$ cat src/rtl/ring_counter_4bit.sv
// Purpose : 4-bit self-correcting one-hot ring counter that rotates left on every clock.
// Latency : Q is the state register itself; it updates on the same rising edge that advances the state.
// Backpres: none. The counter free-runs with no enable, load or direction control.
//
// Ports
//   clk   : single clock; all state changes happen on its rising edge
//   reset : asynchronous, active-high; forces Q to INIT immediately and holds it there
//   Q     : ring counter state, driven directly from a 4-bit register
//
// Parameter
//   INIT  : one-hot value loaded on reset and when the register is found in a non-one-hot state
module ring_counter_4bit #(
    parameter logic [3:0] INIT = 4'b0001
) (
    input  logic       clk,
    input  logic       reset,
    output logic [3:0] Q
);

    logic [3:0] q_q;
    logic [3:0] q_d;
    logic       onehot;

    // One-hot test: nonzero, and clearing the lowest set bit leaves nothing.
    // This catches both 0000 and any multi-bit pattern, such as a power-up
    // value or an upset, so the ring self-recovers in a single edge.
    always_comb begin
        onehot = (q_q != 4'b0000) && ((q_q & (q_q - 4'd1)) == 4'b0000);
    end

    always_comb begin
        q_d = INIT;
        if (onehot) begin
            q_d = {q_q[2:0], q_q[3]};
        end
    end

    always_ff @(posedge clk or posedge reset) begin
        if (reset) begin
            q_q <= INIT;
        end else begin
            q_q <= q_d;
        end
    end

    assign Q = q_q;

endmodule

$ cat config.mk
export PLATFORM = sky130hd
export DESIGN_NAME = ring_counter_4bit
export DESIGN_NICKNAME = d
export VERILOG_FILES = /design/src/rtl/ring_counter_4bit.sv
export SDC_FILE = /design/constraint.sdc
export NUM_CORES = 1
export LEC_CHECK = 0
export ABC_AREA = 0
export ABC_CLOCK_PERIOD_IN_PS = 1200
export CORE_AREA = 2 2 39 41
export DETAILED_ROUTE_END_ITERATION = 10
export DIE_AREA = 0 0 41 43
export GPL_ROUTABILITY_DRIVEN = 0
export GPL_TIMING_DRIVEN = 1
export SYNTH_ARGS = -nofsm -noshare
export SYNTH_HDL_FRONTEND = slang
export SYNTH_SLANG_ARGS = --single-unit
export TNS_END_PERCENT = 50
$ cat constraint.sdc
create_clock -name clk -period 1.2 [get_ports clk]
set_clock_uncertainty 0.15 [all_clocks]
set_input_delay 0.24 -clock clk [delete_from_list [all_inputs] [get_ports clk]]
set_output_delay 0.24 -clock clk [all_outputs]
set_load 0.05 [all_outputs]
==> reports/results.txt, run 1 <==
Worst-path fanout max = 2
CP Class = reg2out
Netlist cell types = 7
Slowest-stage cell, CP = dfstp_4
EDFF count, synth = 0
CORE AREA = 1380 um^2
Total CTS buffers = 3
Post-synthesis compound-gate area fraction = 0.0800
Clk_lat worst skew = 230 ps
1st-iter DRT viols = 1
Largest net degree at the start of global routing = 7
Final hold viol count = 0
Initial antenna violation count = 0
DRT antenna net count = 0
CTS clk-pin slew, worst paths = 40 ps
Die Width = 41 um
Failing checks = setup timing
CP arrival = 980 ps
IO buf count = 5
Register Area = 109 um^2
Via density = 3.45
Setup violators final = 3
Post-synth top area share = 0.480
Bufs on Longest Clock Path = 2
Setup crit start = Q[0]$_DFF_PP1_
Worst path bufs/invs = 1
Fin crit share = 1.15
Setup TNS = -205 ps
Post-Route WL = 301 um
Max-cap violation count = 0
RSZ-0062 raised after global routing = yes
Pwr Density = 972 nW/um^2
Crit-path cells = buf_12
Number of antenna diodes = 0
Final setup margin = -174 ps
Proportion of layout cells with a drive suffix above 1 = 0.625
Mux cell area share after synthesis = 0
Ys async rst share = 1.00
Clock Sinks = 4
Synth Flop Type = dfrtp_1
Site Rows = 14
Hold-fix buffers, CTS = 0
Worst path depth = 1
Syn Nets = 14
Drt first pass iters = 2
CP Launch Type = flop
Wire per inst = 7.53 um
Reg-to-Reg End = Q[0]$_DFF_PP1_
Synthesized cell area = 156 um^2
Main combinational cell family by area after synthesis = simple AND/OR/NAND/NOR gates
Fin. max-slew vios = 0
LEAKAGE = 0.133 nW
GRT Residual Overflow = 0
Total Die Area = 1760 um^2
CP delay by family, top = flip-flops
# IOs = 6
Layout net count = 27
Worst reg2reg path startpoint = Q[0]$_DFF_PP1_
Worst min-delay path class = in2async
Fmax = 728 MHz
Max VDD drop = 0.204 mV
Adder-Cell Fraction of Synth Area = 0
Die H = 43 um
Simple-gate share of the synthesized area = 0.168
Synthesis-to-finish area growth = 110%
Most frequent cells after synthesis = dfrtp_1, nor4b_1, inv_1
Worst R2R Path Depth = 3
H-Tree Depth = 1
Fin crit period = 1370 ps
GRT Overall Usage = 0.0564
Post-Synth XOR/XNOR Area = 0.0560
Vias = 138
CP required = 810 ps
CTS tree = yes
Initial Util = 0.113
Avg Cell Area, Syn = 13.0 um^2
# fillers = 149
Synth Warn # = 0
Number of global-route vias before repair = 144
Share of the yosys chip area belonging to registers = 0.648
Slew at the pin closest to its max-slew limit = 229 ps
FF-to-FF setup slack = -10 ps
Max transition margin = 0.845
DRC violations left = 0
Core Util, Final = 0.238
Seq cells post-synth = 4
Root buffer cell = clkbuf_4
First-pass GRT wire length = 524 um
Leading area contributor after synthesis = dfrtp_1
Area occupied by multi-input gates = 53.8 um^2
Status = finished, violations left
Ranking of synthesized cells by area = dfrtp_1, dfstp_2, nor4b_1
Max incr delay on CP = 620 ps
Critical Path End Type = output port
Max reg flops = 4
Syn Inst Count = 12
cells by family (layout without fill, tap and decap cells):
logic type,after synthesis,in the layout
AOI/OAI and AO/OA,2,2
and+or+nand+nor,3,3
DFF,4,4
xor gates and xnor gates,1,1
buffers and inverters,2,14
cell usage in the layout (no fill, tap or decap):
master           instances
buf_4                    3
inv_1                    2
dfrtp_2                  3
clkbuf_4                 3
clkbuf_1                 1
o21ai_0                  1
nor4b_1                  2
o211ai_1                 1
nor4b_2                  1
buf_12                   4
clkdlybuf4s50_1          1
dfstp_4                  1
xor2_1                   1
worst max-delay path by stage:
stage                                end  slack (ps)
final                               Q[0]        -170
after global routing                Q[0]        -200
after CTS                           Q[0]        -190
after detailed placement            Q[0]          30
after global placement              Q[0]          40
after floorplan           Q[0]$_DFF_PP1_          10
routing by layer:
layer,global-route usage,vias to the layer above,wire [um]
met3,0.0628,2,36
met4,0.0800,0,6
met2,0.0656,6,154
met5,0,-,0
li1,-,66,-
met1,0.0357,64,104
metrics by stage:
step           hold slack (ps)  worst slack [ps]  power [mW]  cell area, um^2  instances
6_report                  41.7              -174       0.320              329         40
5_1_grt                   57.3              -204       0.347              329         40
4_1_cts                   36.9              -186       0.331              322         39
3_5_place_dp               286              34.7       0.143              272         33
3_3_place_gp               290              36.4       0.143              272         33
2_1_floorplan             -145              11.8       0.139              161         12
cell type report:
type                       count  area share
clock buffer                   4      0.0798
sequential                     4       0.331
timing repair buffer           8       0.342
multi-input combinational      6       0.163
inverter                       2      0.0228
tap                           16      0.0608
repair_timing:
item,in CTS,in global routing
setup endpoints to repair,4,7
setup buffers,2,1
gates cloned,0,0
pin swaps,0,1
gates resized for setup,3,0
report_power, final:
| part | switching [mW] | leakage (nW) | internal (mW) |
|---|---|---|---|
| Combinational | 0.00283 | 0.0705 | 0.00305 |
| Sequential | 0 | 0.0475 | 0.135 |
| Clock | 0.0539 | 0.0150 | 0.125 |
Power figures use the tool's default switching activity.
==> inputs of run 2 (changes only) <==
--- a/config.mk
+++ b/config.mk
@@ -7,6 +7,7 @@
 export LEC_CHECK = 0
 export ABC_AREA = 0
 export ABC_CLOCK_PERIOD_IN_PS = 1200
+export CAP_MARGIN = 25
 export CORE_AREA = 2 2 39 41
 export DETAILED_ROUTE_END_ITERATION = 10
 export DIE_AREA = 0 0 41 43
==> results of run 2 <==
Same layout as run 1: the final DEF is identical, and so are final timing and power.
==> RTL change (config.mk and constraints of run 1) <==
Put one more register stage on the output `Q`. The value now appears one clock later. Comments in the files are not updated.
--- a/src/rtl/ring_counter_4bit.sv
+++ b/src/rtl/ring_counter_4bit.sv
@@ -44,5 +44,7 @@
     end
 
-    assign Q = q_q;
+    always_ff @(posedge clk) begin
+        Q <= q_q;
+    end
 
 endmodule
Formal check against the unedited RTL: not equivalent (a bounded check fails within 4 cycles, from zero or initial values and one cycle with reset high).
==> RTL change against run 1 <==
Worst setup slack improved by 0.24 ns; total power up 53%; area after synthesis up 51%; wire length up 24%; sequential share of layout area is 16 points higher; hold slack worse by 0.0094 ns; critical endpoint is now Q[3]; sequential cell count increased by 4; utilization increased by 3.2 points; combinational power up 2%; register-to-register slack improved by 0.15 ns; final area grew 13%; via count grew 10%; critical path type unchanged.
==> RTL change: results <==
export IMPL_outcome="complete, no violations"
export IMPL_worst_pin_slew_ns=0.2504
export IMPL_grt_usage_pct=5.876
export IMPL_dr_wl_met3_um=29
export IMPL_cts_resized=0
export IMPL_reg2regPathDepth=1
export IMPL_yosys_top_cells_area="dfxtp_1 (34%), dfrtp_1 (32%), dfstp_2 (11%)"
export IMPL_ys_flop_type="dfxtp_1"
export IMPL_wl_met2_um=155
export IMPL_cp_top_family="flip-flops"
export IMPL_crit_slowest_cell="dfxtp_1"
export IMPL_ff2ff_setup_slack_ns=0.14
export IMPL_synth_warnings=0
export IMPL_synth_xor_area_share_pct=3.704
export IMPL_drt_met1_wl_um=179
export IMPL_r2r_end="q_q[1]"
export IMPL_worst_path_max_fanout=1
export IMPL_drtPass1Iterations=1
export IMPL_drt_first_iter_violations=0
export IMPL_yosysSeqAreaShare_pct=76.72
export IMPL_synth_compound_area_share_pct=5.291
export IMPL_synthArstFlopShare_pct=50.00
export IMPL_grt_pass1_wl_um=614
export IMPL_critPathMaxStageDelay_ns=0.35
export IMPL_cts_clk_slew_worst_paths_ns=0.06
export IMPL_cp_startpoint="Q[3]"
export IMPL_ir_drop_uv=579.4
export IMPL_synth_fa_ha_area_share_pct=0
export IMPL_use_met1_pct=5.960
export IMPL_cp_arrival_ns=0.75
export IMPL_power_frac_seq_pct=54.7
export IMPL_drive_above_1_share_pct=32.00
export IMPL_antenna_found_initial=0
export IMPL_p_sw_uw=92.25
export IMPL_comb_power_uw=6.02
export IMPL_mappedNetlistNets=18
export IMPL_crit_end="Q[3]"
export IMPL_worstSkewPairLatency_ns=0.25
export IMPL_leakage_nw=0.1556
export IMPL_reg2reg_from="q_q[0]"
export IMPL_netlist_top_cells_count="dfxtp_1 (4), dfrtp_1 (3), nor4b_1 (3)"
export IMPL_cts_setup_buffers=0
export IMPL_nNetsFinal=28
export IMPL_finalSetupViolCount=0
export IMPL_post_drt_wl_per_cell_um=9.098
export IMPL_gr_usage_met2_pct=6.875
export IMPL_via_count=152
export IMPL_whs_ns=0.03224
==> RTL change: cell types whose count changed in the layout (fill, tap and decap cells not counted) <==
| cell | delta |
|---|---|
| dfstp_4 | -1 |
| nor4b_1 | +1 |
| buf_4 | -3 |
| dfrtp_1 | +3 |
| nor4b_2 | -1 |
| dfstp_2 | +1 |
| dfrtp_2 | -3 |
| dfxtp_1 | +4 |
==> RTL change: final cells by class <==
cell class | instances | area share [%]
Sequential cell | 8 | 48.66
Timing Repair Buffer | 5 | 24.16
Multi-Input combinational cell | 6 | 12.75
Clock buffer | 4 | 7.047
Tap cell | 16 | 5.369
Inverter | 2 | 2.013
==> RTL change: through the flow <==
stage	std cells	instance area [µm²]	util [%]	worst slack, ns
after floorplan	16	236.5	-	0.1986
after global placement	37	346.6	25.05	0.1767
after detailed placement	37	346.6	25.05	0.1438
after CTS	41	372.9	26.94	0.04856
after global routing	41	372.9	26.94	0.02477
final	41	372.9	26.94	0.06103
